===== src/rtl/shlr_seq_ctrl.sv =====
// Sequencer for an n-bit logical right shift: loads a word and a shift count,
// steps one zero-fill shift per clock, streams shifted-out bits, then pulses done.
module shlr_seq_ctrl #(
    parameter int SIZE  = 4,
    parameter int AMT_W = 3
) (
    input  logic             clk,
    input  logic             rst,
    input  logic             start,
    input  logic [SIZE-1:0]  din,
    input  logic [AMT_W-1:0] amt,
    output logic             busy,
    output logic             done,
    output logic [SIZE-1:0]  result,
    output logic             carry,
    output logic             sout,
    output logic             sout_vld
);

    typedef enum logic [1:0] {
        IDLE  = 2'd0,
        SHIFT = 2'd1,
        DONE  = 2'd2
    } state_t;

    state_t           state_q, state_d;
    logic [SIZE-1:0]  data_q, data_d;
    logic [AMT_W-1:0] cnt_q, cnt_d;
    logic             carry_q, carry_d;
    logic             busy_q, busy_d;
    logic             done_q, done_d;
    logic             sout_vld_q, sout_vld_d;

    always_comb begin
        state_d    = state_q;
        data_d     = data_q;
        cnt_d      = cnt_q;
        carry_d    = carry_q;
        busy_d     = busy_q;
        done_d     = 1'b0;
        sout_vld_d = 1'b0;

        unique case (state_q)
            IDLE: begin
                busy_d = 1'b0;
                if (start) begin
                    data_d  = din;
                    cnt_d   = amt;
                    carry_d = 1'b0;
                    busy_d  = 1'b1;
                    if (amt == '0) begin
                        state_d = DONE;
                        done_d  = 1'b1;
                    end else begin
                        state_d    = SHIFT;
                        sout_vld_d = 1'b1;
                    end
                end
            end
            SHIFT: begin
                data_d  = {1'b0, data_q[SIZE-1:1]};
                carry_d = data_q[0];
                cnt_d   = cnt_q - AMT_W'(1);
                busy_d  = 1'b1;
                // Last step: the count reaches zero here and is never wrapped.
                if (cnt_q == AMT_W'(1)) begin
                    state_d = DONE;
                    done_d  = 1'b1;
                end else begin
                    sout_vld_d = 1'b1;
                end
            end
            DONE: begin
                state_d = IDLE;
                busy_d  = 1'b0;
            end
            default: begin
                state_d = IDLE;
                busy_d  = 1'b0;
            end
        endcase
    end

    always_ff @(posedge clk or posedge rst) begin
        if (rst) begin
            state_q    <= IDLE;
            data_q     <= '0;
            cnt_q      <= '0;
            carry_q    <= 1'b0;
            busy_q     <= 1'b0;
            done_q     <= 1'b0;
            sout_vld_q <= 1'b0;
        end else begin
            state_q    <= state_d;
            data_q     <= data_d;
            cnt_q      <= cnt_d;
            carry_q    <= carry_d;
            busy_q     <= busy_d;
            done_q     <= done_d;
            sout_vld_q <= sout_vld_d;
        end
    end

    assign busy     = busy_q;
    assign done     = done_q;
    assign result   = data_q;
    assign carry    = carry_q;
    assign sout     = data_q[0];
    assign sout_vld = sout_vld_q;

endmodule


===== config.mk =====
export PLATFORM = sky130hd
export DESIGN_NAME = shlr_seq_ctrl
export DESIGN_NICKNAME = d
export VERILOG_FILES = /design/src/rtl/shlr_seq_ctrl.sv
export SDC_FILE = /design/constraint.sdc
export NUM_CORES = 1
export LEC_CHECK = 0
export CORE_AREA = 2 2 49 51
export DETAILED_ROUTE_END_ITERATION = 12
export DIE_AREA = 0 0 51 53
export PLACE_DENSITY_LB_ADDON = 0.12
export SETUP_SLACK_MARGIN = 0.15
export SYNTH_ARGS = -nofsm -noshare
export SYNTH_HDL_FRONTEND = slang
export SYNTH_SLANG_ARGS = --single-unit

===== constraint.sdc =====
create_clock -name clk -period 1.2 [get_ports clk]
set_input_delay 0.24 -clock clk [delete_from_list [all_inputs] [get_ports clk]]
set_output_delay 0.24 -clock clk [all_outputs]
set_load 0.02 [all_outputs]

==> impl_metrics.sql, run 1 <==
INSERT INTO impl_metrics (metric_group, metric, value, unit) VALUES
('sta', 'post_route_setup_tns', '0', 'ps'),
('global_route', 'initial_antenna_violation_count', '0', ''),
('power_and_ir_drop', 'worst_ir_drop_vdd', '1.13', 'mV'),
('worst_setup_path', 'worst_setup_path_end_kind', 'flop', ''),
('global_route', 'largest_net_degree_at_the_start_of_global_routing', '15', ''),
('logic_synthesis', 'combinational_family_with_the_most_area_after_synthesis', 'compound AO/OA/AOI/OAI gates', ''),
('sta', 'timing.final.ws_setup', '88.3', 'ps'),
('logic_synthesis', 'share_of_synthesized_cell_area_in_full_adder_half_adder_and_majority_cells', '4.01', '%'),
('die', 'fp-row-count', '17', ''),
('outcome', 'status', 'finished clean', ''),
('route', 'number_of_vias_per_cell', '4.68', ''),
('route', 'drc_errors', '0', ''),
('sta', 'fin_crit_sh', '92.6', '%'),
('worst_setup_path', 'critPathMaxFanout', '6', ''),
('route', 'drt_first_pass_iters', '4', ''),
('die', 'core_area', '0.00215', 'sq mm'),
('cells_and_area', 'instances_no_fill', '130', ''),
('worst_setup_path', 'slowest_stage', 'sky130_fd_sc_hd__dfrtp_2', ''),
('route', 'met1Wirelength', '681', 'microns'),
('global_route', 'grt_first_pass_wirelength', '2590', 'microns'),
('route', 'ant_nets', '0', ''),
('sta', 'report.final.setup_viol', '0', ''),
('route', 'met2WireLength', '764', 'microns'),
('logic_synthesis', 'synth.yosys.seq_area_share', '52.1', '%'),
('place', 'port_buffers', '18', ''),
('cells_and_area', 'nFillCells', '212', ''),
('logic_synthesis', 'post_synth.cell_area_avg', '9.76', 'sq um'),
('place', 'gp_congestion', '0.729', ''),
('logic_synthesis', 'proportion_of_synthesized_flip_flops_having_asynchronous_set_or_reset', '100', '%'),
('clock_network', 'cts_hold_buf', '0', ''),
('logic_synthesis', 'synth_flop_cell', 'sky130_fd_sc_hd__dfrtp_1', ''),
('sta', 'max-slew-margin-rel', '80.8', '%'),
('logic_synthesis', 'post_synth_and_or_nand_nor_area_fraction', '10.6', '%'),
('power_and_ir_drop', 'cellLeakagePower', '0.510', 'nW'),
('clock_network', 'tritoncts_clock_tree', 'yes', ''),
('cells_and_area', 'ff_latch_area', '327', 'sq um'),
('cells_and_area', 'synthesis_to_finish_area_growth', '73.5', '%'),
('worst_setup_path', 'start_kind', 'flop', ''),
('die', 'die_width', '51', 'microns'),
('route', 'highest-signal-layer', 'met4', ''),
('sta', 'achievable-frequency', '900', 'MHz'),
('cells_and_area', 'post_route_core_utilization', '50.4', '%'),
('clock_network', 'maximum_count_of_clock_buffers_along_a_single_path', '2', ''),
('die', 'die_area', '0.00270', 'sq mm'),
('worst_setup_path', 'arrival_time_worst_endpoint', '1280', 'ps'),
('min_path', 'hold_path.class', 'in -> async', ''),
('clock_network', 'worstSkewPairLatency', '280', 'ps'),
('cells_and_area', 'insertedDiodeCount', '0', ''),
('place', 'placement.setup.worst_slack', '-264', 'ps'),
('sta', 'max_slew.worst_pin.slew', '288', 'ps'),
('logic_synthesis', 'mappedNetlistNets', '76', ''),
('cells_and_area', 'layout-drive-gt1-share', '49.0', '%'),
('cells_and_area', 'multiInputGateArea', '318', 'sq um'),
('place', 'placedCellCount', '118', ''),
('logic_synthesis', 'netlist-cell-type-count', '23', ''),
('worst_setup_path', 'flop_to_flop_setup_slack', '90', 'ps'),
('worst_setup_path', 'cp_num_buf_inv', '2', ''),
('clock_network', 'clkSlewWorstSetupHoldPaths', '90', 'ps'),
('logic_synthesis', 'ys_seq_elements', '13', ''),
('flow_run', 'max_cap_viols', '0', ''),
('clock_network', 'cts_made_buffers', '3', ''),
('clock_network', 'tritoncts_num_sinks', '13', ''),
('route', 'detail_route.wl_per_cell', '12.1', 'microns'),
('route', 'dr_total_vias', '608', ''),
('logic_synthesis', 'synth_xor_xnor_area_share', '0', '%'),
('worst_setup_path', 'critical_path_required', '1370', 'ps'),
('die', 'die_outline_height', '53', 'microns'),
('sta', 'hold_viol', '0', ''),
('global_route', 'overflow', '0', ''),
('logic_synthesis', 'synth-edff-count', '0', ''),
('sta', 'finClkSkew', '2.15', 'ps');
==> final timing paths <==
path,from,depth (start not counted),endpoint
setup reg to reg,state_q[0],4,cnt_q[1]
min in group clk,carry,2,carry
hold / removal,rst,3,cnt_q[2]
hold reg to reg,carry,2,carry
setup / recovery,state_q[0],4,cnt_q[1]
max in group asynchronous,rst,3,state_q[0]
==> repair_timing <==
action,CTS,global route
resized for setup,54,22
pin swaps,3,3
setup endpoints to repair,22,21
setup buffers,7,1
cloned,0,0
==> cell usage in the layout, fill, tap and decap left out, types with 2 or more instances in the layout <==
master / n
sky130_fd_sc_hd__buf_4: 16
sky130_fd_sc_hd__dfrtp_1: 12
sky130_fd_sc_hd__buf_6: 12
sky130_fd_sc_hd__clkdlybuf4s50_1: 8
sky130_fd_sc_hd__inv_1: 6
sky130_fd_sc_hd__a22oi_1: 3
sky130_fd_sc_hd__nand2_2: 3
sky130_fd_sc_hd__o21ai_1: 3
sky130_fd_sc_hd__nand2_1: 3
sky130_fd_sc_hd__o21ai_2: 3
sky130_fd_sc_hd__a21oi_1: 3
sky130_fd_sc_hd__inv_2: 3
sky130_fd_sc_hd__a21oi_2: 3
sky130_fd_sc_hd__clkbuf_4: 3
sky130_fd_sc_hd__nor2_1: 2
sky130_fd_sc_hd__o31a_1: 2
sky130_fd_sc_hd__o22a_1: 2
==> registers in the layout, summed over array words and instances, names as in the netlist <==
| register | count |
|---|---|
| result | 4 |
| cnt_q | 3 |
| state_q | 2 |
| busy | 1 |
| carry | 1 |
| done | 1 |
| sout_vld | 1 |
==> area by class of cell <==
| class | count | share of cell area (%) |
|---|---|---|
| multi-input cells | 39 | 29.3 |
| flip-flops and latches | 13 | 30.1 |
| repair buffers | 37 | 31.8 |
| inverters | 9 | 3.12 |
| well taps | 28 | 3.23 |
| clock buffers | 4 | 2.42 |
==> layer usage <==
layer | track usage [%] | vias to the layer above
met4 | 4.05 | 0
met2 | 21.4 | 26
met1 | 16.5 | 286
met5 | 0 | -
met3 | 5.65 | 2
li1 | - | 294
==> report_power, final <==
part           internal (W)  switching (W)  total (W)
Sequential         0.000624       0.000149   0.000772
Combinational      0.000857       0.000715    0.00157
Clock              0.000129       0.000154   0.000283
==> logic make-up after synthesis <==
group / count (synthesis)
buffers and inverters: 12
AOI/OAI and AO/OA: 23
adders and majority gates: 2
DFF: 13
and+or+nand+nor: 14
==> through the flow <==
step / total power [W] / area, sq um / hold slack, ps
2_1_floorplan: 0.00144 / 637 / 117
4_1_cts: 0.00240 / 997 / 248
6_report: 0.00263 / 1080 / 245
3_3_place_gp: 0.00191 / 912 / 470
3_5_place_dp: 0.00192 / 912 / 473
5_1_grt: 0.00280 / 1080 / 278
==> cell usage after synthesis, types with 2 or more instances <==
library cell,count,area share [%]
sky130_fd_sc_hd__a21oi_1,6,4.8
sky130_fd_sc_hd__o31a_1,2,2.8
sky130_fd_sc_hd__inv_1,8,4.8
sky130_fd_sc_hd__a22oi_1,3,3.6
sky130_fd_sc_hd__nor2_1,2,1.2
sky130_fd_sc_hd__ha_1,2,4.0
sky130_fd_sc_hd__dfrtp_1,13,52
sky130_fd_sc_hd__o22a_1,2,2.8
sky130_fd_sc_hd__o21ai_1,6,4.8
sky130_fd_sc_hd__nand2_1,7,4.2
==> worst register-to-register path, delay by kind of cell (launching register included) <==
kind	cells	cell delay (ps)
compound gates	2	350
buf+inv	2	200
flops	1	450
(Power assumes the default switching activity.)
==> inputs of run 2 (changes only) <==
--- a/config.mk
+++ b/config.mk
@@ -10,6 +10,7 @@
 export DIE_AREA = 0 0 51 53
 export PLACE_DENSITY_LB_ADDON = 0.12
 export SETUP_SLACK_MARGIN = 0.15
+export SKIP_CTS_REPAIR_TIMING = 1
 export SYNTH_ARGS = -nofsm -noshare
 export SYNTH_HDL_FRONTEND = slang
 export SYNTH_SLANG_ARGS = --single-unit
==> run 2 against run 1 <==
  * Combinational power down 8%
  * Total power down 5.3%
  * Utilization down 2.2 points
  * Count of clock-buffer cells in the layout unchanged
  * Clock skew down 1.7 ps
  * Register-to-register slack about the same
  * Die area unchanged
  * Fmax down 2.8%
  * Sequential share of layout area up 1.3 points
  * Global-route usage down 1.3 points
  * Critical endpoint is now sout_vld
  * Largest power group unchanged
  * Highest routed layer unchanged
==> impl_metrics.sql, run 2 (synthesized netlist as in run 1, its figures left out) <==
INSERT INTO impl_metrics (metric_group, metric, value, unit) VALUES
('route', 'drt_first_pass_iters', '4', ''),
('worst_setup_path', 'arrival_time_worst_endpoint', '1310', 'ps'),
('sta', 'report.final.setup_viol', '0', ''),
('cells_and_area', 'multiInputGateArea', '285', 'sq um'),
('die', 'core_area', '0.00215', 'sq mm'),
('power_and_ir_drop', 'power.share.clock', '11.3', '%'),
('worst_setup_path', 'critical_path_required', '1360', 'ps'),
('power_and_ir_drop', 'worst_ir_drop_vdd', '1.03', 'mV'),
('sta', 'max-slew-margin-rel', '77.8', '%'),
('sta', 'fin_crit_sh', '95.3', '%'),
('die', 'boundaryPins', '19', ''),
('place', 'placement.setup.worst_slack', '-264', 'ps'),
('power_and_ir_drop', 'comb_power_share', '58.1', '%'),
('cells_and_area', 'layout-drive-gt1-share', '41.6', '%'),
('sta', 'achievable-frequency', '874', 'MHz'),
('clock_network', 'maximum_count_of_clock_buffers_along_a_single_path', '2', ''),
('clock_network', 'clkSlewWorstSetupHoldPaths', '80', 'ps'),
('worst_setup_path', 'slowest_stage', 'sky130_fd_sc_hd__clkdlybuf4s50_1', ''),
('sta', 'worst_hold_slack', '244', 'ps'),
('worst_setup_path', 'timing.critical_path.max_delay_family', 'simple AND/OR/NAND/NOR gates', ''),
('clock_network', 'tritoncts_num_sinks', '13', ''),
('power_and_ir_drop', 'sw_frac_of_total', '38.1', '%'),
('sta', 'hold_viol', '0', ''),
('sta', 'max_slew.worst_pin.slew', '331', 'ps'),
('clock_network', 'ctsHtreeMaxLevel', '1', ''),
('global_route', 'grt_first_pass_wirelength', '2350', 'microns'),
('route', 'highest-signal-layer', 'met4', ''),
('clock_network', 'tritoncts_clock_tree', 'yes', ''),
('die', 'die_area', '0.00270', 'sq mm'),
('route', 'ant_nets', '0', ''),
('die', 'fp-row-count', '17', ''),
('route', 'number_of_vias_per_cell', '4.43', ''),
('sta', 'fin_crit', '1140', 'ps'),
('global_route', 'grt_pass1_vias', '537', ''),
('place', 'gp_congestion', '0.729', ''),
('clock_network', 'clk_root_buffer_cell', 'sky130_fd_sc_hd__clkbuf_4', ''),
('route', 'detail_route.wl_per_cell', '11.4', 'microns'),
('worst_setup_path', 'worstSetupPathType', 'in -> reg', ''),
('worst_setup_path', 'timing.critical_path.slowest_cell_delay', '470', 'ps'),
('min_path', 'hold_path.class', 'in -> async', ''),
('power_and_ir_drop', 'switching_power', '0.000948', 'W'),
('global_route', 'largest_net_degree_at_the_start_of_global_routing', '15', ''),
('cells_and_area', 'largest_register_ffs', '4', ''),
('die', 'floorplan.initialDensity', '29.1', '%'),
('worst_setup_path', 'cp_cell_sequence', 'clkdlybuf4s50_1 -> nor3_1 -> nand2b_1 -> a21oi_1', ''),
('cells_and_area', 'instances_no_fill', '129', ''),
('cells_and_area', 'insertedDiodeCount', '0', ''),
('route', 'met1Wirelength', '696', 'microns'),
('route', 'drc_errors', '0', ''),
('power_and_ir_drop', 'power_share_of_the_sequential_group', '30.7', '%'),
('route', 'met2WireLength', '655', 'microns'),
('global_route', 'initial_antenna_violation_count', '0', ''),
('worst_setup_path', 'start_kind', 'input port', ''),
('place', 'placedCellCount', '118', ''),
('power_and_ir_drop', 'cellLeakagePower', '0.495', 'nW'),
('sta', 'timing_max_transition_violations_final', '0', ''),
('cells_and_area', 'layout_commonest_cell', 'sky130_fd_sc_hd__buf_4', ''),
('worst_setup_path', 'flop_to_flop_setup_slack', '90', 'ps'),
('power_and_ir_drop', 'cell_internal_pwr', '0.00154', 'W'),
('place', 'hpwl', '995', 'microns'),
('die', 'die_outline_height', '53', 'microns'),
('route', 'dr_total_vias', '572', ''),
('clock_network', 'worstSkewPairLatency', '270', 'ps'),
('power_and_ir_drop', 'totalPowerFinal', '0.00249', 'W'),
('die', 'die_width', '51', 'microns'),
('place', 'port_buffers', '18', ''),
('worst_setup_path', 'worst_setup_path_end_kind', 'flop', ''),
('outcome', 'status', 'finished clean', ''),
('cells_and_area', 'mostFrequentLayoutCells', 'sky130_fd_sc_hd__buf_4, sky130_fd_sc_hd__dfrtp_1, sky130_fd_sc_hd__buf_6', ''),
('global_route', 'overflow', '0', ''),
('sta', 'timing.final.ws_setup', '56.2', 'ps'),
('global_route', 'groute.usage.overall', '12.2', '%'),
('cells_and_area', 'synthesis_to_finish_area_growth', '66.1', '%'),
('cells_and_area', 'nFillCells', '209', ''),
('worst_setup_path', 'critPathMaxFanout', '3', ''),
('sta', 'grt_setup_unrepaired', 'yes', ''),
('clock_network', 'cts_made_buffers', '3', ''),
('cells_and_area', 'design.final.nets', '114', ''),
('flow_run', 'max_cap_viols', '0', ''),
('worst_setup_path', 'cp_num_buf_inv', '1', ''),
('cells_and_area', 'ff_latch_area', '327', 'sq um'),
('power_and_ir_drop', 'power.density_cell_area', '2400', 'mW/mm^2'),
('route', 'routed_wirelength', '1470', 'microns'),
('route', 'drt_iter0_drc', '7', ''),
('route', 'met3_wl', '99', 'microns'),
('sta', 'finClkSkew', '0.415', 'ps');
[run 2: final timing paths]
| kind | start | endpoint | depth (start not counted) |
|---|---|---|---|
| setup reg to reg | cnt_q[1] | sout_vld | 5 |
| hold reg to reg | cnt_q[1] | cnt_q[1] | 1 |
| setup / recovery | amt[0] | sout_vld | 4 |
| min in group clk | start | busy | 4 |
| hold / removal | rst | done | 3 |
| max in group asynchronous | rst | state_q[0] | 3 |
[run 2: power groups by stage]
stage | Combinational, W | Sequential [W] | Clock (W)
floorplan | 0.000556 | 0.000881 | 0
global placement | 0.00115 | 0.000765 | 0
detailed placement | 0.00115 | 0.000767 | 0
CTS | 0.00116 | 0.000758 | 0.000292
global route | 0.00157 | 0.000786 | 0.000311
finish | 0.00144 | 0.000763 | 0.000281
[run 2: stage by stage]
step	area (sq um)	TNS (ps)	util, %
floorplan	637	0	-
global placement	912	-2350	42.5
detailed placement	912	-2720	42.5
CTS	938	-2500	43.7
global route	1040	0	48.3
finish	1040	0	48.3
[run 2: layout make-up]
class | instances | area share (%)
Inverter | 9 | 3.26
Sequential cell | 13 | 31.5
Multi-Input combinational cell | 39 | 27.5
Clock buffer | 4 | 2.53
Tap cell | 28 | 3.38
Timing Repair Buffer | 36 | 31.8
[run 2: worst reg2reg max path: cells and delay by family, from the launching register on]
| kind | cells | cell delay [ps] |
|---|---|---|
| buffers and inverters | 2 | 140 |
| AO/OA/AOI/OAI | 2 | 280 |
| adder cells (fa/ha/maj) | 1 | 200 |
| flip-flops | 1 | 390 |
[run 2: routing by layer]
metal / GRT usage (%) / vias to the layer above
met4: 4.05 / 0
met2: 18.0 / 19
met3: 5.65 / 4
li1: - / 295
met5: 0 / -
met1: 15.6 / 254
==> inputs of run 3 (changes only) <==
--- a/config.mk
+++ b/config.mk
@@ -8,6 +8,7 @@
 export CORE_AREA = 2 2 49 51
 export DETAILED_ROUTE_END_ITERATION = 12
 export DIE_AREA = 0 0 51 53
+export GPL_ROUTABILITY_DRIVEN = 0
 export PLACE_DENSITY_LB_ADDON = 0.12
 export SETUP_SLACK_MARGIN = 0.15
 export SKIP_CTS_REPAIR_TIMING = 1
==> results of run 3 <==
Final layout, timing and power as in run 2 (identical DEF).
